===== config.mk =====
export PLATFORM = sky130hd
export DESIGN_NAME = time_keeper
export DESIGN_NICKNAME = d
export VERILOG_FILES = /design/src/rtl/time_keeper.sv
export SDC_FILE = /design/constraint.sdc
export NUM_CORES = 1
export LEC_CHECK = 0
export CORE_ASPECT_RATIO = 1.1
export CORE_MARGIN = 5
export CORE_UTILIZATION = 56
export DETAILED_ROUTE_END_ITERATION = 6
export GPL_TIMING_DRIVEN = 0
export PLACE_DENSITY = 0.75
export SETUP_SLACK_MARGIN = 0.3
export SLEW_MARGIN = 25
export SYNTH_ARGS = -nofsm -noshare
export SYNTH_HDL_FRONTEND = slang
export SYNTH_SLANG_ARGS = --single-unit

===== constraint.sdc =====
create_clock -name clock -period 2.38 [get_ports clock]
set_input_delay 0.714 -clock clock [delete_from_list [all_inputs] [get_ports clock]]
set_output_delay 0.714 -clock clock [all_outputs]
set_load 0.01 [all_outputs]

===== src/rtl/time_keeper.sv =====
// time_keeper: 1 Hz prescaler plus binary HH:MM:SS counter with debounced
// manual-adjust buttons and a RUN/SET mode switch. All state is on the rising
// edge of clock. reset_n clears everything asynchronously.
module time_keeper #(
    parameter int CLK_HZ          = 50_000_000,
    parameter int DEBOUNCE_CYCLES = 1_000_000
) (
    input  logic        clock,
    input  logic        reset_n,
    input  logic        seconds_m,
    input  logic        minutes_m,
    input  logic        hours_m,
    input  logic        clock_m,
    output logic [25:0] tick,
    output logic [5:0]  seconds,
    output logic [5:0]  minutes,
    output logic [4:0]  hours,
    output logic        sec_pulse
);

    localparam int              NBTN      = 4;
    localparam int              DB_W      = $clog2(DEBOUNCE_CYCLES + 1);
    localparam logic [DB_W-1:0] DB_LAST   = DB_W'(DEBOUNCE_CYCLES - 1);
    localparam logic [25:0]     TICK_LAST = 26'(CLK_HZ - 1);

    typedef enum logic {
        MODE_RUN = 1'b0,
        MODE_SET = 1'b1
    } mode_t;

    // Bit order: 0 = seconds, 1 = minutes, 2 = hours, 3 = run/set switch.
    logic [NBTN-1:0] raw;
    logic [NBTN-1:0] level;
    logic [2:0]      level_d_reg;
    logic [2:0]      inc_pulse;

    assign raw = {clock_m, hours_m, minutes_m, seconds_m};

    generate
        for (genvar gi = 0; gi < NBTN; gi++) begin : g_btn
            logic            sync1_reg;
            logic            sync2_reg;
            logic            level_reg;
            logic [DB_W-1:0] count_reg;

            // Two-flop synchroniser for the asynchronous raw input.
            always_ff @(posedge clock or negedge reset_n) begin
                if (!reset_n) begin
                    sync1_reg <= 1'b0;
                    sync2_reg <= 1'b0;
                end else begin
                    sync1_reg <= raw[gi];
                    sync2_reg <= sync1_reg;
                end
            end

            // Debouncer: count consecutive synced samples that differ from the
            // accepted level; any return to the accepted level restarts the count.
            always_ff @(posedge clock or negedge reset_n) begin
                if (!reset_n) begin
                    count_reg <= '0;
                    level_reg <= 1'b0;
                end else if (sync2_reg == level_reg) begin
                    count_reg <= '0;
                end else if (count_reg == DB_LAST) begin
                    count_reg <= '0;
                    level_reg <= sync2_reg;
                end else begin
                    count_reg <= count_reg + DB_W'(1);
                end
            end

            assign level[gi] = level_reg;
        end
    endgenerate

    // Previous accepted level of the three adjust buttons, for rising-edge detection.
    always_ff @(posedge clock or negedge reset_n) begin
        if (!reset_n) begin
            level_d_reg <= '0;
        end else begin
            level_d_reg <= level[2:0];
        end
    end

    // One-cycle increment pulse per press; holding a button gives no repeat.
    assign inc_pulse = level[2:0] & ~level_d_reg;

    mode_t       state_reg;
    mode_t       state_next;
    logic [25:0] tick_reg;
    logic [25:0] tick_next;
    logic [5:0]  seconds_reg;
    logic [5:0]  seconds_next;
    logic [5:0]  minutes_reg;
    logic [5:0]  minutes_next;
    logic [4:0]  hours_reg;
    logic [4:0]  hours_next;
    logic        carry_s;
    logic        carry_m;

    // Mode state register.
    always_ff @(posedge clock or negedge reset_n) begin
        if (!reset_n) begin
            state_reg <= MODE_RUN;
        end else begin
            state_reg <= state_next;
        end
    end

    // Mode transitions follow the debounced switch; the prescaler runs only in RUN
    // and is held at zero in SET, so leaving SET always starts a full second.
    always_comb begin
        state_next = state_reg;
        tick_next  = '0;
        sec_pulse  = 1'b0;
        case (state_reg)
            MODE_RUN: begin
                if (level[3]) begin
                    state_next = MODE_SET;
                end
                if (tick_reg == TICK_LAST) begin
                    sec_pulse = 1'b1;
                end else begin
                    tick_next = tick_reg + 26'd1;
                end
            end
            MODE_SET: begin
                if (!level[3]) begin
                    state_next = MODE_RUN;
                end
            end
            default: begin
                state_next = MODE_RUN;
            end
        endcase
    end

    // Field updates: a manual pulse wins over the automatic path for its field and
    // suppresses that field's carry; compare-and-wrap keeps every field in range.
    always_comb begin
        carry_s = sec_pulse & ~inc_pulse[0] & (seconds_reg >= 6'd59);
        carry_m = carry_s & ~inc_pulse[1] & (minutes_reg >= 6'd59);

        seconds_next = seconds_reg;
        if (inc_pulse[0] | sec_pulse) begin
            seconds_next = (seconds_reg >= 6'd59) ? 6'd0 : seconds_reg + 6'd1;
        end

        minutes_next = minutes_reg;
        if (inc_pulse[1] | carry_s) begin
            minutes_next = (minutes_reg >= 6'd59) ? 6'd0 : minutes_reg + 6'd1;
        end

        hours_next = hours_reg;
        if (inc_pulse[2] | carry_m) begin
            hours_next = (hours_reg >= 5'd23) ? 5'd0 : hours_reg + 5'd1;
        end
    end

    // Prescaler and time-of-day registers.
    always_ff @(posedge clock or negedge reset_n) begin
        if (!reset_n) begin
            tick_reg    <= '0;
            seconds_reg <= '0;
            minutes_reg <= '0;
            hours_reg   <= '0;
        end else begin
            tick_reg    <= tick_next;
            seconds_reg <= seconds_next;
            minutes_reg <= minutes_next;
            hours_reg   <= hours_next;
        end
    end

    assign tick    = tick_reg;
    assign seconds = seconds_reg;
    assign minutes = minutes_reg;
    assign hours   = hours_reg;

endmodule

==> results_dict.tcl, run 1 <==
set metrics [dict create \
    layout-drive-gt1-share 0.2080 \
    combPwrFrac 0.024 \
    clock_power_share 0.499 \
    port-buffer-count 49 \
    cts_root_buf "clkbuf_16" \
    cts_buffers 17 \
    wl_per_cell_um 16.22 \
    synth_edf_count 0 \
    violations "negative setup slack" \
    post-route-util 0.7451 \
    ff2ff_path_depth 10 \
    slowest_stage "dfrtp_2" \
    cp_slowest_stage_delay_ns 0.42 \
    grt_max_degree 75 \
    via_per_inst 5.658 \
    clockBufferDepth 2 \
    syn_avg_cell_area_um2 10.17 \
    path_max_fanout 2 \
    fin_crit_sh 1.053 \
    place_congestion 0.8535 \
    core.rowCount 41 \
    cts_tree "yes" \
    yosysSeqAreaShare 0.5239 \
    start_kind "register" \
    switching_share 0.2162 \
    area_growth_pct 29.55 \
    ys_types 50 \
    grt_pass1_wl_mm 23.03 \
    status "finished, violations left" \
    io_pins 50 \
    fmax_ghz 0.3990 \
    reg2reg_from "tick[16]" \
    r2r_slack_ns 0.01 \
    dpl.cell_count 853 \
    dp_hpwl_mm 8.781 \
    die_x_um 113.8 \
    min-delay-path-class "in -> async" \
    powerDensity_nw_per_um2 587.7 \
    die_h_um 124.2 \
    overflow 0 \
    drt_iter0_drc 343 \
    relSlewSlack 0.4611 \
    synth_nets 667 \
    synthFlopType "dfrtp_1" \
    final_net_count 775 \
    drc 0 \
    stdcell_count 924 \
    htreeDepth 4 \
    slew_violations 0 \
    tightest_slew_ns 0.8022 \
    diodes 0 \
    internal_power_uw 3962 \
    setup_viol 1 \
    num_vias 5228 \
    core_area_um2 11540 \
    leakage_uw 0.003920 \
    worstPathArrival_ns 1.79 \
    clock-sinks 139 \
    rsz0062_at_grt "yes" \
    initial_core_util 0.5752 \
    antenna_found_initial 0 \
    end_kind "primary output" \
    power.switching_uw 1093 \
    yosys_warnings 0 \
    drtPass1Iterations 4 \
    clk_pin_slew_worst_paths_ns 0.06 \
    ys_ff_latch 139 \
    cap_violations 0 \
    cp_cell_sequence "nor4b_2, nand4_1, nand2b_4, nor2_4, buf_6" \
    fin_skew_ns 0.007530 \
    finalCriticalPeriod_ns 2.506 \
    die-area_um2 14140 \
    seqPwrFrac 0.477 \
    netlist_instances 653 \
    worst_slack_ns -0.1262 \
    syn_area_um2 6639 \
    num-fill-cells 762 \
    pre_cts_slack_ns -0.3515 \
    drt-total-wl_mm 14.99 \
    largest_register_ffs 80 \
    r2r_end "seconds[5]" \
    clock_latency_ns 0.42 \
    worstPathRequired_ns 1.67 \
    antenna_left 0 \
    hold_viol 0 \
    irDropWorstVdd_uv 469.8 \
    grt_pass1_vias 4973 \
    synth-async-reset-ratio 1.000 \
    path_class "reg -> out" \
    grt.total_usage 0.2035 \
    tns_ns -0.1262 \
]
[power by group through the flow]
stage               Sequential [uW]  Combinational (uW)  Clock [uW]
finish                         2410                 121        2520
global route                   2410                 141        2660
CTS                            2410                 123        2570
detailed placement             2450                 120           0
global placement               2450                 111           0
floorplan                      2450                46.7           0
[worst max-delay path by stage]
stage                     startpoint                endpoint  slack, ns  depth (start not counted)
after floorplan             tick[10]               sec_pulse       0.32                          5
after global placement       reset_n  g_btn[3].count_reg[12]      -4.75                          1
after detailed placement    tick[10]               sec_pulse      -0.35                          6
after CTS                   tick[11]               sec_pulse      -0.07                          5
after global routing        tick[11]               sec_pulse      -0.18                          5
final                       tick[16]               sec_pulse      -0.13                          5
[kinds of logic after synthesis]
kind of cell	synth area share
mux	0.01300
compound gates	0.03449
xor+xnor	0.1319
fa+ha+maj	0.01659
flops	0.5239
simple gates	0.2556
buf+inv	0.02450
[stage by stage]
| stage | total power, uW | hold WS, ns | instance area (um2) |
|---|---|---|---|
| floorplan | 2494 | 0.3312 | 6639 |
| global placement | 2562 | 0.3315 | 7317 |
| detailed placement | 2572 | 0.3371 | 7350 |
| CTS | 5097 | 0.2420 | 8213 |
| global route | 5209 | 0.2681 | 8601 |
| finish | 5055 | 0.2301 | 8601 |
[worst max-delay path, delay by kind of cell, from the launching register on]
| family | cells | cell delay [ns] |
|---|---|---|
| buffers and inverters | 1 | 0.11 |
| DFF | 1 | 0.42 |
| and+or+nand+nor | 4 | 0.83 |
[synthesized netlist by cell type, drive strengths merged (4+ instances only)]
cell,n,area (um2)
and3,22,137.6
and4,9,78.83
clkbuf,5,18.77
nor4,16,106.4
nand2,41,153.9
dfrtp,139,3478
nor3,13,70.07
ha,8,100.1
o21ai,13,65.06
xnor2,39,341.6
nand3,51,255.2
buf,9,98.84
mux2,5,56.30
nand4,26,162.7
xor2,61,534.3
nand4b,4,35.03
nand2b,6,45.04
nor2,126,473.0
and2,4,25.02
inv,12,45.04
nor2b,4,25.02
[cells in the final DEF, fill, tap and decap left out, types with 9 or more instances in the layout]
master	count
dfrtp_1	125
nor2_1	105
xor2_1	61
nand3_1	51
xnor2_1	39
nand2_1	38
dlygate4sd2_1	37
buf_4	32
nand4_1	26
and3_1	20
nor2_4	19
clkbuf_16	18
dfrtp_2	14
buf_6	12
inv_1	12
nor4_1	10
nor3_1	10
and4_1	9
[timing repair]
action | CTS | global route
buffers inserted | 26 | 10
hold buffers | 0 | 0
endpoints found under the setup margin | 85 | 77
cloned | 1 | 2
resized for setup | 77 | 81
pin swaps | 6 | 25
[routing by layer]
metal / share of wire / global-route usage / vias to the layer above / routed length (um)
met5: 0 / 0 / - / 0
met4: 0.027 / 0.08612 / 0 / 409
met3: 0.050 / 0.05102 / 38 / 748
met2: 0.49 / 0.3362 / 134 / 7415
met1: 0.43 / 0.2570 / 2582 / 6417
li1: - / - / 2474 / -
[layout make-up]
class                   instances  area (um2)  share of cell area
plain buffers                  14       121.4             0.01411
clock buffers                  21       480.5             0.05586
clock inverters                11       93.84             0.01091
inverters                      12       45.04            0.005237
multi-input cells             488        3313              0.3852
flip-flops and latches        139        3496              0.4065
well taps                     150       187.7             0.02182
repair buffers                 89       863.3              0.1004
(Power assumes the default switching activity.)
==> run 2, diff against run 1 <==
--- a/config.mk
+++ b/config.mk
@@ -5,6 +5,7 @@
 export SDC_FILE = /design/constraint.sdc
 export NUM_CORES = 1
 export LEC_CHECK = 0
+export CAP_MARGIN = 30
 export CORE_ASPECT_RATIO = 1.1
 export CORE_MARGIN = 5
 export CORE_UTILIZATION = 56
==> results of run 2 <==
Same layout as run 1: the final DEF is identical, and so are final timing and power.
==> run 3, diff against run 2 <==
--- a/config.mk
+++ b/config.mk
@@ -11,6 +11,7 @@
 export CORE_UTILIZATION = 56
 export DETAILED_ROUTE_END_ITERATION = 6
 export GPL_TIMING_DRIVEN = 0
+export MAX_ROUTING_LAYER = met4
 export PLACE_DENSITY = 0.75
 export SETUP_SLACK_MARGIN = 0.3
 export SLEW_MARGIN = 25
==> run 3 against run 2 <==
Compared with the run above: the flow still finishes with violations (negative setup slack); maximum frequency shrank 0.23%; sequential share of layout area did not move; clock power hardly changed; sequential cell count unchanged; critical path depth stayed put; critical path type unchanged; combinational power hardly changed; total power is essentially flat.
==> results_dict.tcl, run 3 (same netlist as run 1, synthesis figures left out) <==
set metrics [dict create \
    clock_latency_ns 0.42 \
    final_common_cell "dfrtp_1" \
    post-route-util 0.7451 \
    cp_cell_sequence "nor4b_2, nand4_1, nand2b_4, nor2_4, buf_6" \
    die_x_um 113.8 \
    status "finished, violations left" \
    path_class "reg -> out" \
    worst_slack_ns -0.1319 \
    grt_pass1_vias 4974 \
    cts_tree "yes" \
    top_layer "met4" \
    mostFrequentLayoutCells "dfrtp_1 (125), nor2_1 (105), xor2_1 (61), nand3_1 (51), xnor2_1 (39)" \
    antenna_left 0 \
    fin_hold_ws_ns 0.2339 \
    port-buffer-count 49 \
    powerDensity_nw_per_um2 587.4 \
    clk_pin_slew_worst_paths_ns 0.06 \
    num_vias 5224 \
    m1WireLength_mm 6.456 \
    leakage_uw 0.003920 \
    cp_slowest_stage_delay_ns 0.42 \
    cts_buffers 17 \
    grt.total_usage 0.2098 \
    rsz0062_at_grt "yes" \
    met2_length_mm 7.349 \
    die_h_um 124.2 \
    fin_crit_sh 1.055 \
    hold_viol 0 \
    reg2reg_from "tick[16]" \
    diodes 0 \
    ff2ff_path_depth 10 \
    clock-sinks 139 \
    r2r_slack_ns 0 \
    wl_per_cell_um 16.21 \
    area_growth_pct 29.55 \
    path_max_fanout 2 \
    core_area_um2 11540 \
    htreeDepth 4 \
    drc 0 \
    start_kind "register" \
    drt_iter0_drc 346 \
    grt_max_degree 75 \
    dr_wl_met3_um 745 \
    io_pins 50 \
    drtPass1Iterations 6 \
    finalCriticalPeriod_ns 2.512 \
    die-area_um2 14140 \
    initial_core_util 0.5752 \
    setup_viol 1 \
    grt_pass1_wl_mm 23.03 \
    relSlewSlack 0.4505 \
    dp_hpwl_mm 8.781 \
    cts_root_buf "clkbuf_16" \
    core.rowCount 41 \
    worstPathArrival_ns 1.80 \
    antenna_found_initial 0 \
    r2r_end "seconds[5]" \
    tightest_slew_ns 0.8180 \
    cap_violations 0 \
    clockBufferDepth 2 \
    postCtsHoldBufs 0 \
    violations "negative setup slack" \
    end_kind "primary output" \
    largest_register_ffs 80 \
    min-delay-path-class "in -> async" \
    worstPathRequired_ns 1.67 \
    layout-drive-gt1-share 0.2080 \
    overflow 0 \
    slew_violations 0 \
    fmax_ghz 0.3981 \
    irDropWorstVdd_uv 471.3 \
    fin_skew_ns 0.005905 \
    num-fill-cells 762 \
    via_per_inst 5.654 \
    slowest_stage "dfrtp_2" \
    place_congestion 0.8670 \
    drt-total-wl_mm 14.98 \
    final_net_count 775 \
]
-- run 3: worst max-delay path by stage --
stage          startpoint                endpoint  slack [ns]  cells after the start
2_1_floorplan    tick[10]               sec_pulse        0.32                      5
3_3_place_gp      reset_n  g_btn[3].count_reg[12]       -4.75                      1
3_5_place_dp     tick[10]               sec_pulse       -0.35                      6
4_1_cts          tick[11]               sec_pulse       -0.07                      5
5_1_grt          tick[11]               sec_pulse       -0.18                      5
6_report         tick[16]               sec_pulse       -0.13                      5
-- run 3: report_power, final --
group	switching [uW]	total [uW]	internal [uW]	leakage, uW
logic	83.3	121	37.8	0.00177
registers	21.8	2410	2390	0.00188
clock network	985	2520	1540	0.000277
total	1090	5050	3960	0.00392
-- run 3: repair_timing --
item / CTS / global route
gates cloned: 1 / 2
endpoints found under the setup margin: 85 / 77
resized for setup: 77 / 81
pin swaps: 6 / 25
endpoints found under the hold margin: 0 / 0
setup buffers: 26 / 10
-- run 3: cell type report --
| cell class | count | area, um2 | share of cell area |
|---|---|---|---|
| Inverter | 12 | 45.04 | 0.005237 |
| Multi-Input combinational cell | 488 | 3313 | 0.3852 |
| Timing Repair Buffer | 89 | 863.3 | 0.1004 |
| Clock buffer | 21 | 480.5 | 0.05586 |
| Buffer | 14 | 121.4 | 0.01411 |
| Clock inverter | 11 | 93.84 | 0.01091 |
| Tap cell | 150 | 187.7 | 0.02182 |
| Sequential cell | 139 | 3496 | 0.4065 |
-- run 3: critical path: cells and delay by family (launching register included) --
kind | cells | cell delay, ns
buffers and inverters | 1 | 0.11
AND/OR/NAND/NOR | 4 | 0.85
flip-flops | 1 | 0.42
-- run 3: per-stage QoR --
| step | setup TNS (ns) | power [uW] | area [um2] | cells | setup WS (ns) |
|---|---|---|---|---|---|
| 2_1_floorplan | 0 | 2494 | 6639 | 653 | 0.3202 |
| 3_3_place_gp | -659.62 | 2562 | 7317 | 852 | -4.751 |
| 3_5_place_dp | -0.3515 | 2572 | 7350 | 853 | -0.3515 |
| 4_1_cts | -0.07098 | 5097 | 8213 | 912 | -0.07098 |
| 5_1_grt | -0.4095 | 5211 | 8601 | 924 | -0.1763 |
| 6_report | -0.1319 | 5052 | 8601 | 924 | -0.1319 |
-- run 3: routing by layer --
layer,track usage,up-vias
li1,-,2477
met5,-,-
met4,0.08612,0
met3,0.05248,37
met1,0.2566,2577
met2,0.3365,133
==> edit 1: new RTL, flow settings as in run 3 <==
Reset style: synchronous (`reset_n`), changed in 5 clocked blocks. Comments in the files are not updated.
--- a/src/rtl/time_keeper.sv
+++ b/src/rtl/time_keeper.sv
@@ -46,3 +46,3 @@
             // Two-flop synchroniser for the asynchronous raw input.
-            always_ff @(posedge clock or negedge reset_n) begin
+            always_ff @(posedge clock) begin
                 if (!reset_n) begin
@@ -58,3 +58,3 @@
             // accepted level; any return to the accepted level restarts the count.
-            always_ff @(posedge clock or negedge reset_n) begin
+            always_ff @(posedge clock) begin
                 if (!reset_n) begin
@@ -77,3 +77,3 @@
     // Previous accepted level of the three adjust buttons, for rising-edge detection.
-    always_ff @(posedge clock or negedge reset_n) begin
+    always_ff @(posedge clock) begin
         if (!reset_n) begin
@@ -102,3 +102,3 @@
     // Mode state register.
-    always_ff @(posedge clock or negedge reset_n) begin
+    always_ff @(posedge clock) begin
         if (!reset_n) begin
@@ -161,3 +161,3 @@
     // Prescaler and time-of-day registers.
-    always_ff @(posedge clock or negedge reset_n) begin
+    always_ff @(posedge clock) begin
         if (!reset_n) begin
Check against the original RTL: differs if reset_n is asserted again (counterexample within 4 cycles, from zero or initial values and one cycle with reset_n low); with reset_n held inactive, the same outputs for 10 cycles.
==> edit 1 against run 3 <==
Synthesized cell count rose by 11%; sequential power decreased by 2%; cell area down 7.7%; die area down 5.4%; wire length is 1.1% lower; clock power rose by 12%; clock skew increased by 0.0017 ns; worst setup slack better by 0.27 ns; via count rose by 5.3%; synthesized area fell by 5.9%; sequential cell count unchanged; total power increased by 4.9%; critical path type unchanged; critical endpoint unchanged.
==> edit 1: results (changes against run 3) <==
stage,metric,value,unit,change
min_path,min_path_type,flop to flop,,
worst_setup_path,reg2reg_slack,0.30,ns,+0.30 ns
power,vdd_drop_max,0.0004754,V,+0.87%
worst_setup_path,r2r_cells,7,,-3
min_path,hold_start,g_btn[1].sync1_reg$_SDFF_PN0_,,
clocking,clkTransAtPathRegs,0.06,ns,about the same
run,max_cap_violations,0,,unchanged
clocking,clk_path_buf_depth,2,,unchanged
worst_setup_path,cp_max_fo,5,,+3
global_routing,grt_max_degree,17,,-77%
clocking,htreeDepth,4,,unchanged
power,power_leakage,3.112,nW,-21%
global_routing,grt_pass1_vias,5295,,+6.5%
placement,dp_cells,921,,+8.0%
synthesis,yosysUniqueCellTypes,57,,+14%
timing,skew,0.007614,ns,+0.001709 ns
route,drt-pass1-iter-count,5,,-1
worst_setup_path,reg2reg_to,minutes[5]$_SDFFE_PN0P_,,
synthesis,synthTopCellsByArea,"dfxtp_1 45%, xor2_1 9.8%, nor2_1 8.2%",,
global_routing,track_usage,22.72,%,+1.7 points
synthesis,ys.flop_type,dfxtp_1,,
timing,worstMarginPinSlew,0.6418,ns,-0.1761 ns
worst_setup_path,cp_top_family,simple AND/OR/NAND/NOR gates,,
min_path,min_path_cells,1,,
route,wire_per_inst,15.19,um,-6.3%
worst_setup_path,arrival,1.52,ns,-0.28 ns
route,first_iter_violations,428,,+24%
synthesis,yosysWarnings,0,,unchanged
final_layout,nets,829,,+7.0%
min_path,min_to,g_btn[1].sync2_reg$_SDFF_PN0_,,
placement,gp_congestion,0.8607,,-0.73%
route,vias_per_cell,5.641,,-0.22%
final_layout,drive_above_1_share,16.06,%,-4.7 points
final_layout,fillers,833,,+9.3%
run_status,status,finished clean,,
worst_setup_path,crit_slowest_cell,dfxtp_2,,
synthesis,seq_area_frac_synth,44.54,%,-7.9 points
placement,dp_hpwl,9.572,mm,+9.0%
route,via_count,5500,,+5.3%
worst_setup_path,r2r_start,tick[0]$_SDFF_PP0_,,
placement,post-place-ws,-0.3283,ns,+0.02324 ns
synthesis,synthesis.instances,724,,+11%
synthesis,syn_nets,738,,+11%
clocking,clk_latency,0.43,ns,
clocking,numCtsBuffers,17,,unchanged
worst_setup_path,slowest_delay,0.38,ns,-0.04 ns
final_layout,num_antenna_cells,0,,unchanged
global_routing,grt_pass1_wl,24.48,mm,+6.3%
placement,port_buffers,49,,unchanged
synthesis,synth_common_cells,"139 x dfxtp_1, 137 x nor2_1, 70 x xor2_1",,
synthesis,synth-async-reset-ratio,0,%,-100 points
clocking,cts_root_buf,clkbuf_16,,
final_layout,largest_reg_flops,80,,unchanged
-- edit 1: cell types whose count changed in the layout (fill, tap and decap cells not counted), sizes merged, moves of 12 or more --
cell	delta
dfxtp	+139
and2	+12
buf	-26
nand2	+17
dfrtp	-139
-- edit 1: per-stage QoR --
step / hold slack [ns] / total power [mW] / util, % / TNS, ns / instance area [um^2]
floorplan: 0.4119 / 2.475 / - / 0 / 6251
global placement: 0.4179 / 2.526 / 63.47 / -11.65 / 6925
detailed placement: 0.4179 / 2.529 / 63.51 / -13.79 / 6929
CTS: 0.4312 / 5.321 / 71.10 / 0 / 7757
global route: 0.4390 / 5.470 / 72.78 / 0 / 7940
finish: 0.4302 / 5.300 / 72.78 / 0 / 7940
-- edit 1: layout make-up --
cell class / count / area (um^2) / share of cell area [%]
Multi-Input combinational cell: 551 / 3495 / 44.01
Timing Repair Buffer: 72 / 635.6 / 8.005
Clock buffer: 19 / 442.9 / 5.578
Inverter: 13 / 48.80 / 0.6146
Clock inverter: 13 / 192.7 / 2.427
Tap cell: 147 / 183.9 / 2.316
Sequential cell: 139 / 2838 / 35.74
Buffer: 21 / 103.9 / 1.308
-- edit 1: kinds of logic after synthesis --
logic type / Yosys count / share of synthesized area [%]
DFF: 139 / 44.54
muxes: 8 / 1.322
adders and majority gates: 8 / 1.602
xor gates and xnor gates: 99 / 13.88
and+or+nand+nor: 391 / 31.54
AOI/OAI and AO/OA: 45 / 4.927
buffers and inverters: 34 / 2.183
-- edit 1: how the worst max path moves through the flow --
stage	from	to	slack [ns]	cells past startpoint
finish	tick[14]$_SDFF_PP0_	sec_pulse	0.14	5
global route	tick[0]$_SDFF_PP0_	sec_pulse	0.09	5
CTS	tick[10]$_SDFF_PP0_	sec_pulse	0.17	4
detailed placement	reset_n	tick[19]$_SDFF_PP0_	-0.33	6
global placement	reset_n	tick[23]$_SDFF_PP0_	-0.31	6
floorplan	tick[1]$_SDFF_PP0_	minutes[4]$_SDFFE_PN0P_	0.31	6
-- edit 1: layer usage --
| metal | GRT usage, % | up-vias | share of wire [%] |
|---|---|---|---|
| met3 | 4.955 | 43 | 4.3 |
| met1 | 26.80 | 2624 | 43 |
| li1 | - | 2680 | - |
| met5 | - | - | 0 |
| met2 | 36.53 | 153 | 49 |
| met4 | 12.01 | 0 | 3.1 |
-- edit 1: what timing repair did --
action / CTS / global route
pin swaps: 12 / 12
resized for setup: 95 / 40
buffers inserted: 12 / 10
setup endpoints to repair: 117 / 96
-- edit 1: report_power, final --
part / switching, mW / internal, mW / total, mW / leakage [nW]
Sequential: 0.0197 / 2.34 / 2.36 / 1.14
Clock: 1.03 / 1.79 / 2.82 / 0.292
Combinational: 0.0680 / 0.0511 / 0.119 / 1.68
==> edit 2: new RTL, settings of run 3 <==
Made on the original files. The parameter `CLK_HZ` goes from 50_000_000 to 25_000_000.
--- a/src/rtl/time_keeper.sv
+++ b/src/rtl/time_keeper.sv
@@ -4,3 +4,3 @@
 module time_keeper #(
-    parameter int CLK_HZ          = 50_000_000,
+    parameter int CLK_HZ          = 25_000_000,
     parameter int DEBOUNCE_CYCLES = 1_000_000
Check against the original RTL: same outputs for any inputs over 10 cycles, from zero or initial values and one cycle with reset_n low; that may be too few to reach the edited logic, so the function may still have changed.
==> edit 2 against run 3 <==
The flow still finishes with violations (negative setup slack); count of clock-buffer cells in the layout did not move; total power rose by 4.0%; sequential cell count unchanged; cell area increased by 1.1%; worst setup slack got worse by 0.14 ns; wire length is 3.1% higher; utilization decreased by 1.3 points; synthesized area is 1.2% higher; highest routed layer unchanged.
==> edit 2: results (changes against run 3) <==
stage,metric,value,unit,change
run_status,status,"complete, but fails checks",,
run_status,violations,negative setup slack,,
route,via_count,5405,,+3.5%
power,power_leakage,3.937,nW,+0.42%
global_routing,use_met2,36.35,%,+2.7 points
final_layout,final_util,73.19,%,-1.3 points
synthesis,avgSynthCellArea,9.941,um^2,-2.2%
synthesis,synthAdderAreaFrac,1.489,%,-0.17 points
clocking,htreeDepth,4,,unchanged
worst_setup_path,crit_start,tick[7]$_DFF_PN0_,,
route,first_iter_violations,474,,+37%
placement,dp_hpwl,9.422,mm,+7.3%
final_layout,final-clk-cell-share,7.053,%,+0.38 points
timing,worst_slack,-0.2679,ns,-0.1359 ns
synthesis,muxShareOfSynthArea,1.359,%,+0.059 points
timing,setup_violations,1,,unchanged
global_routing,gr-usage-met3,4.810,%,-0.44 points
worst_setup_path,r2r_cells,7,,-3
synthesis,synth-compound-area-share,4.748,%,+1.3 points
global_routing,grt_pass1_vias,5466,,+9.9%
synthesis,synthTopCellsByArea,"dfrtp_1 52%, nor2_1 7.3%, xor2_1 7.0%",,
final_layout,multi_input_area_share,39.20,%,+0.67 points
final_layout,buffers,99,,-3.9%
route,finalWirelength,15.44,mm,+3.1%
synthesis,synth_common_cells,"139 x dfrtp_1, 130 x nor2_1, 54 x xor2_1",,
global_routing,grt_pass1_wl,26.19,mm,+14%
final_layout,seq_share,40.36,%,-0.28 points
final_layout,n_sequential_cell,139,,unchanged
synthesis,synth_xor_area_share,13.03,%,-0.16 points
route,wl_met3,603,um,-19%
power,vdd_drop_max,0.0003621,V,-23%
route,drt-met1-wl,6.731,mm,+4.3%
worst_setup_path,cp_max_fo,2,,unchanged
global_routing,met1_usage,29.39,%,+3.7 points
final_layout,inv_count,16,,+4
timing,skew,0.01200,ns,+0.006092 ns
final_layout,nets,792,,+2.2%
final_layout,fillers,850,,+12%
final_layout,buffer_area_share,10.42,%,-1.0 points
route,dr_wl_met2,7.759,mm,+5.6%
floorplanning,n_tap_cell,154,,+2.7%
worst_setup_path,r2r_start,tick[10]$_DFF_PN0_,,
placement,post-place-ws,-0.5831,ns,-0.2316 ns
global_routing,grt_max_degree,89,,+19%
synthesis,yosysUniqueCellTypes,56,,+12%
final_layout,final_cells,945,,+2.3%
synthesis,syn_nets,690,,+3.4%
placement,gp_congestion,0.8293,,-4.3%
synthesis,seq_area_frac_synth,51.76,%,-0.63 points
final_layout,multi_input_gates,505,,+3.5%
timing,fin_tns_setup,-0.2679,ns,-0.1359 ns
worst_setup_path,reg2reg_slack,0.10,ns,+0.10 ns
timing,whs,0.2032,ns,-0.03069 ns
timing,relSlewSlack,50.93,%,+5.9 points
route,drt-pass1-iter-count,5,,-1
placement,dp_cells,880,,+3.2%
global_routing,track_usage,23.04,%,+2.1 points
placement,placed_area,7470,um^2,+1.6%
## edit 2: changes by cell type after synthesis, moves of 6 or more
cell	delta
xnor2_1	+7
nand4_1	-7
and3_1	+8
o21ai_0	-6
xor2_1	-7
## edit 2: power by group
group / internal (mW) / total [mW] / switching, mW
logic: 0.0403 / 0.126 / 0.0860
clock network: 1.73 / 2.72 / 0.993
registers: 2.39 / 2.41 / 0.0201
total: 4.15 / 5.25 / 1.10
## edit 2: timing repair
item                                    4_1_cts  5_1_grt
resized for setup                           129       38
pin swaps                                    26        8
endpoints found under the hold margin         0        0
endpoints found under the setup margin      129       87
cloned                                        3        0
setup buffers                                21        9
## edit 2: critical path: stages (launching register included)
cell      delay (ns)
dfrtp_2         0.40
or4_4           0.56
nor4_4          0.25
nand2_2         0.14
clkinv_4        0.08
buf_6           0.09
